`src/rtl/tmr_timer.sv`:
```
// tmr_timer: bus-mapped timer/counter with compare-match restart, sticky interrupt flag and toggle output
module tmr_timer #(
   parameter int tmr_w = 8
) (
   input  logic        clk,
   input  logic        rstn,
   input  logic [4:0]  addr,
   input  logic        we,
   input  logic [31:0] wd,
   output logic [31:0] rd,
   output logic        irq,
   input  logic        tmr_in,
   output logic        tmr_out
);
   logic [2:0]       cr;
   logic [tmr_w-1:0] cv;
   logic [tmr_w-1:0] re;
   logic             ir;
   logic [2:0]       sync;
   logic             wr_cr, wr_cv, wr_re, wr_ir, ev, cnt, hit;
   logic             unused_wd;
   assign unused_wd = ^wd[31:tmr_w];
   assign wr_cr = we && addr == 5'h00;
   assign wr_cv = we && addr == 5'h04;
   assign wr_re = we && addr == 5'h08;
   assign wr_ir = we && addr == 5'h0c;
   assign ev    = cr[2] ? sync[1] & ~sync[2] : 1'b1;
   assign cnt   = ev & ~cr[0];
   assign hit   = cnt && cv == re;
   assign irq   = ir & cr[1];
   // register read mux, unlisted addresses read 0
   always_comb
      rd = addr == 5'h00 ? 32'(cr) :
           addr == 5'h04 ? 32'(cv) :
           addr == 5'h08 ? 32'(re) :
           addr == 5'h0c ? 32'(ir) : 32'h0;
   // two-flop synchronizer for tmr_in followed by the edge-detect register
   always_ff @(posedge clk or posedge rstn)
      if (rstn) sync <= '0;
      else sync <= {sync[1:0], tmr_in};
   // control and compare registers
   always_ff @(posedge clk or posedge rstn)
      if (rstn) begin
         cr <= '0;
         re <= '1;
      end else begin
         if (wr_cr) cr <= wd[2:0];
         if (wr_re) re <= wd[tmr_w-1:0];
      end
   // counter, sticky flag and toggle output; a bus load of CV wins, a match wins over clearing the flag
   always_ff @(posedge clk or posedge rstn)
      if (rstn) begin
         cv      <= '0;
         ir      <= 1'b0;
         tmr_out <= 1'b0;
      end else begin
         cv      <= wr_cv ? wd[tmr_w-1:0] : (cr[0] || hit) ? '0 : cnt ? cv + 1'b1 : cv;
         ir      <= hit ? 1'b1 : wr_ir ? wd[0] : ir;
         tmr_out <= tmr_out ^ hit;
      end
endmodule

```
`config.mk`:
```
export PLATFORM = sky130hd
export DESIGN_NAME = tmr_timer
export DESIGN_NICKNAME = d
export VERILOG_FILES = /design/src/rtl/tmr_timer.sv
export SDC_FILE = /design/constraint.sdc
export NUM_CORES = 1
export LEC_CHECK = 0
export ABC_AREA = 1
export CORE_ASPECT_RATIO = 0.6
export CORE_MARGIN = 2
export CORE_UTILIZATION = 40
export CTS_CLUSTER_SIZE = 16
export DETAILED_ROUTE_END_ITERATION = 6
export GPL_TIMING_DRIVEN = 0
export PLACE_DENSITY = 0.79
export SETUP_SLACK_MARGIN = 0.15
export SLEW_MARGIN = 20
export SYNTH_ARGS = -nofsm -noshare
export SYNTH_HDL_FRONTEND = slang
export SYNTH_SLANG_ARGS = --single-unit
```
`constraint.sdc`:
```
create_clock -name clk -period 1.7 [get_ports clk]
set_input_delay 0.17 -clock clk [delete_from_list [all_inputs] [get_ports clk]]
set_output_delay 0.17 -clock clk [all_outputs]
set_load 0.02 [all_outputs]
```
======== Yosys cells after proc, flatten, opt, wreduce, memory -nomap -nowiden ========
Index checks and enable logic that the tools add are counted.
Widths: inputs -> output; s select.
word-level totals
  input port bits ......................... 41
  register bits ........................... 24
  word-level logic and storage cells ...... 36
  output and inout bits ................... 34
cells by class
  reductions and logical operators ........ 9
  bitwise operators ....................... 6
  add/subtract/negate cells ............... 1
  muxes and demuxes ....................... 10
  equality and inequality tests ........... 4
operators with widths
  operator             number
  $mux 8               6
  $eq 5x4->1 const B   2
  $add 8x1->8 const B  1
  $eq 8x8->1           1
  $eq 5x3->1 const B   1
  $logic_and 1x1->1    5
  $logic_not 5->1      1
  $mux 1               4
  $and 1x1->1          3
  $reduce_bool 3->1    1
  $not 1->1            2
  $reduce_bool 2->1    1
  $logic_or 1x1->1     1
  $xor 1x1->1          1

======== Logic depth before layout (Yosys ltp) ========
  depth in word-level cells ............... 8
  depth in mapped cells ................... 12
  mapped depth without buffers ............ 11

======== Worst setup path after synthesis ========
Ideal clock, no wire load.
  path kind ............................... register to register
  start point ............................. register re[0]
  end point ............................... register cv[5]
  data required time ...................... 1.583 ns
  path slack .............................. 0.308 ns
  setup time .............................. 0.117 ns
  clock period less this slack ............ 1.392 ns
  stages on the path, launching flop included .. 11
  buffers on the path ..................... 1
  data arrival time ....................... 1.275 ns
  cell sequence ........................... dfstp_2 > nand2_1 > nand2_1 > nand2_1 > nor2_2 > nand3_4 > buf_6 > nand3_1 > nand2_1 > nand2_1 > nand2_1
between the ends
  word-level cells in the longest chain between the ends .. 5
  elaborated cells between the ends (all ways) .. 6
  those cells by class .................... eq/ne (1); mux (2); reduce/logical (3)
ends and longest elaborated chain
  element                 line  source
  from (decl)             17    logic [tmr_w-1:0] re;
  from (signal assigned)  48    if (wr_re) re <= wd[tmr_w-1:0];
  $eq 8x8->1 *            29    assign hit = cnt && cv == re;
  $logic_and 1x1->1 *     29
  $logic_or 1x1->1 *      57    cv <= wr_cv ? wd[tmr_w-1:0] : (cr[0] || hit) ? '0 : cnt ? cv + 1'b1 : cv;
  $mux 8 (2 in series)    57
  to (signal assigned)    57
  to (decl)               16    logic [tmr_w-1:0] cv;
Mark *: on every way between the ends. The rest lies on a longest branch, timed or not.
A chain may end at the register's enable or synchronous reset.

======== Worst setup path in the final report ========
  start point ............................. register re[0]
  end point ............................... register cv[3]
Same word-level chain as after synthesis.

==> metrics.txt <==
# TYPE chip_impl_metric gauge
chip_impl_metric{name="finalInstanceArea",unit="um2"} 2430
chip_impl_metric{name="start_util",unit=""} 0.425
chip_impl_metric{name="setup.reg_to_reg.worst_slack",unit="ps"} 110
chip_impl_metric{name="drtPass1Iterations",unit=""} 5
chip_impl_info{name="clock-root-buffer",value="clkbuf_8"} 1
chip_impl_metric{name="critPathMaxFanout",unit=""} 5
chip_impl_metric{name="portion_of_the_clock_cycle_consumed_by_the_worst_path_in_the_final_layout",unit=""} 0.934
chip_impl_metric{name="critical_path_required",unit="ps"} 1870
chip_impl_metric{name="rows",unit=""} 18
chip_impl_metric{name="leakagePower",unit="nW"} 1.28
chip_impl_metric{name="critical_path_arrival",unit="ps"} 1760
chip_impl_metric{name="die_width",unit="um"} 90.3
chip_impl_info{name="reg2reg_to",value="cv[3]"} 1
chip_impl_metric{name="holdPathStages",unit=""} 1
chip_impl_metric{name="cellPowerDensity",unit="nW/um2"} 1000
chip_impl_metric{name="report.final.slew_viol_count",unit=""} 0
chip_impl_info{name="grt.busiest_layer",value="met1"} 1
chip_impl_metric{name="final_wirelength",unit="um"} 4710
chip_impl_metric{name="worst-r2r-cell-count",unit=""} 10
chip_impl_metric{name="timing.max_slew.rel_slack",unit=""} 0.387
chip_impl_metric{name="io_buffers",unit=""} 26
chip_impl_info{name="path_cells",value="nand2_1, nand2_1, nand2_2, nor2_4, nand3_4, clkbuf_16, nand3_2, nand2_1, nand3_1, nand2_1"} 1
chip_impl_info{name="crit-reg2reg-launch",value="re[0]"} 1
chip_impl_info{name="min_to",value="sync[0]"} 1
chip_impl_metric{name="floorplan.core_area",unit="um2"} 4210
chip_impl_metric{name="synth_top_area_share",unit=""} 0.224
chip_impl_metric{name="cts-root-to-sink-buffers",unit=""} 2
chip_impl_metric{name="report.final.setup_viol",unit=""} 0
chip_impl_metric{name="fin_tns_setup",unit="ps"} 0
chip_impl_metric{name="tritoncts.num_buffers",unit=""} 3
chip_impl_info{name="synth_area_leader_cell",value="dfrtp_1"} 1
chip_impl_metric{name="drive_above_1_share",unit=""} 0.329
chip_impl_metric{name="dp_hpwl",unit="um"} 3260
chip_impl_metric{name="hold_slack",unit="ps"} 325
chip_impl_metric{name="placedInstanceArea",unit="um2"} 2210
chip_impl_metric{name="dieArea",unit="um2"} 5040
chip_impl_metric{name="global_route.usage.total",unit=""} 0.181
chip_impl_info{name="cp_slowest_cell",value="dfstp_2"} 1
chip_impl_metric{name="die_h",unit="um"} 55.8
chip_impl_metric{name="route.vias.total",unit=""} 1726
chip_impl_metric{name="period_needed",unit="ps"} 1590
chip_impl_info{name="cp-end-kind",value="register"} 1
chip_impl_metric{name="drt-wirelength-per-cell",unit="um"} 12.7
chip_impl_info{name="yosys-top-cells-area",value="dfrtp_1 (22%), nand2_1 (16%), dfstp_2 (12%)"} 1
chip_impl_info{name="status",value="finished clean"} 1
chip_impl_metric{name="routed_via_density",unit=""} 4.66
chip_impl_info{name="holdCritStartpoint",value="tmr_in"} 1
chip_impl_metric{name="syn-cell-area",unit="um2"} 1790
chip_impl_metric{name="drc",unit=""} 0
chip_impl_metric{name="h-tree-depth",unit=""} 1
chip_impl_metric{name="maximum_number_of_pins_on_one_net_before_global_route_repair",unit=""} 25
chip_impl_info{name="start_kind",value="register"} 1
chip_impl_metric{name="fin_worst_skew",unit="ps"} 9.36
chip_impl_metric{name="synthesis.instances",unit=""} 246
chip_impl_metric{name="area_growth_from_synthesis_to_layout",unit="%"} 35.9
chip_impl_metric{name="finalHoldViolations",unit=""} 0
chip_impl_metric{name="io_pins",unit=""} 75
chip_impl_metric{name="grt_pass1_wl",unit="um"} 7280
chip_impl_info{name="min_path_type",value="input pin to register"} 1
chip_impl_metric{name="max-vdd-ir-drop",unit="uV"} 485
chip_impl_metric{name="grt_util_met1",unit=""} 0.277
chip_impl_metric{name="global_placement_routability_congestion",unit=""} 0.874
chip_impl_metric{name="synth_cell_types",unit=""} 33
chip_impl_metric{name="post_synth.cell_area_avg",unit="um2"} 7.27
chip_impl_info{name="tritoncts",value="built"} 1
chip_impl_metric{name="via_count_of_the_first_global_routing_pass",unit=""} 1482
chip_impl_metric{name="synth_warnings",unit=""} 0
chip_impl_metric{name="drt.antenna.violating_nets",unit=""} 0
chip_impl_metric{name="tightest_slew",unit="ps"} 918
chip_impl_metric{name="cts.sinks",unit=""} 24
chip_impl_metric{name="clock_insertion_delay_worst_skew",unit="ps"} 280
chip_impl_metric{name="global_route.overflow_total",unit=""} 0
chip_impl_metric{name="max_cap_viol_count",unit=""} 0
chip_impl_info{name="crit_top_cell",value="nand2_1"} 1
chip_impl_metric{name="cp_slowest_stage_delay",unit="ps"} 580
chip_impl_metric{name="flops_latches_synth",unit=""} 24
chip_impl_metric{name="global_routing_met2_resource_utilization",unit=""} 0.264
chip_impl_metric{name="grt_antenna_before_repair",unit=""} 0
chip_impl_metric{name="clk_pin_slew_worst_paths",unit="ps"} 90
chip_impl_metric{name="ant_cells",unit=""} 0
chip_impl_metric{name="grtUsageMet3",unit=""} 0.0407
chip_impl_metric{name="synth_sequential_area_ratio",unit=""} 0.341
chip_impl_metric{name="final_nets",unit=""} 353
chip_impl_metric{name="peak_freq",unit="MHz"} 630
chip_impl_metric{name="drtIter0Drc",unit=""} 119
chip_impl_info{name="setup_repair_after_global_routing_missed_its_margin",value="yes"} 1
chip_impl_info{name="critPathKind",value="register to register"} 1
==> stage by stage <==
step | setup slack (ps) | utilization | cells | power [mW]
floorplan | 308 | - | 269 | 1.64
global placement | -532 | 0.525 | 355 | 1.85
detailed placement | -548 | 0.525 | 355 | 1.88
CTS | 138 | 0.553 | 365 | 2.30
global route | 35.2 | 0.577 | 370 | 2.62
finish | 113 | 0.577 | 370 | 2.43
==> cell usage in the layout (no fill, tap or decap), drive strengths merged, types with 2 or more instances in the layout <==
master         netlist  routed
clkbuf               1       7
nor2                15      15
buf                 30      47
xnor2                2       2
dfrtp               16      16
a21oi                6       6
o22ai                2       2
clkdlybuf4s50        0      12
nand3               23      23
o21ai                9       9
nand2               82      82
nand4                8       8
xor2                 5       5
dlygate4sd2          0       5
conb                 1      24
inv                 30      30
dfstp                8       8
==> per-layer routing <==
metal,wire length (um),up-vias,share of wire
li1,-,860,-
met1,2330,797,0.49
met2,2050,63,0.43
met3,301,6,0.064
met4,36,0,0.0076
met5,0,-,0
==> sequential cells by signal (all words and copies together) (netlist names) <==
name,flops
cv,8
re,8
tmr_out,1
sync,3
ir,1
cr,3
==> Yosys cell counts, drive strengths merged <==
cell type,number
a21oi,6
a31oi,1
and3,1
buf,30
clkbuf,1
clkinv,1
conb,1
dfrtp,16
dfstp,8
ha,1
inv,30
nand2,82
nand3,23
nand4,8
nor2,15
nor3,1
o2111ai,1
o211ai,1
o21ai,9
o221ai,1
o22ai,2
xnor2,2
xor2,5
==> timing repair <==
action,in CTS,in global routing
gates resized for setup,56,16
endpoints found under the hold margin,0,0
pin swaps,5,8
buffers inserted,5,4
gates cloned,1,1
hold buffers,0,0
setup endpoints to repair,8,11
==> kinds of logic (layout without fill, tap and decap cells) <==
| family | Yosys count | count (layout) | share of synthesized area |
|---|---|---|---|
| compound gates | 21 | 21 | 0.0699 |
| xor+xnor | 7 | 7 | 0.0343 |
| fa+ha+maj | 1 | 1 | 0.00699 |
| buf+inv | 62 | 103 | 0.201 |
| flops | 24 | 24 | 0.341 |
| other cells | 1 | 24 | 0.00210 |
| simple gates | 130 | 130 | 0.344 |
==> worst max-delay path: cells and delay by family (launching register included) <==
family,cells,cell delay [ps]
buf+inv,1,190
flops,1,580
simple gates,9,690
==> area by class of cell <==
cell class / count / area [um2]
inverters: 31 / 121
fillers: 392 / 1780
clock buffers: 4 / 55.1
multi-input cells: 183 / 977
repair buffers: 37 / 332
plain buffers: 31 / 255
flip-flops and latches: 24 / 616
well taps: 60 / 75.1
==> worst max path at each step <==
stage,from,end,slack (ps)
after floorplan,re[0],cv[5],310
after global placement,addr[4],rd[7],-530
after detailed placement,addr[1],rd[7],-550
after CTS,cv[0],cv[4],140
after global routing,re[0],cv[3],40
final,re[0],cv[3],110
==> report_power, final <==
group          switching (mW)  internal [mW]
Sequential              0.131          0.738
Combinational           0.676          0.478
Clock                   0.200          0.208
Total                    1.01           1.42
Power figures use the tool's default switching activity.
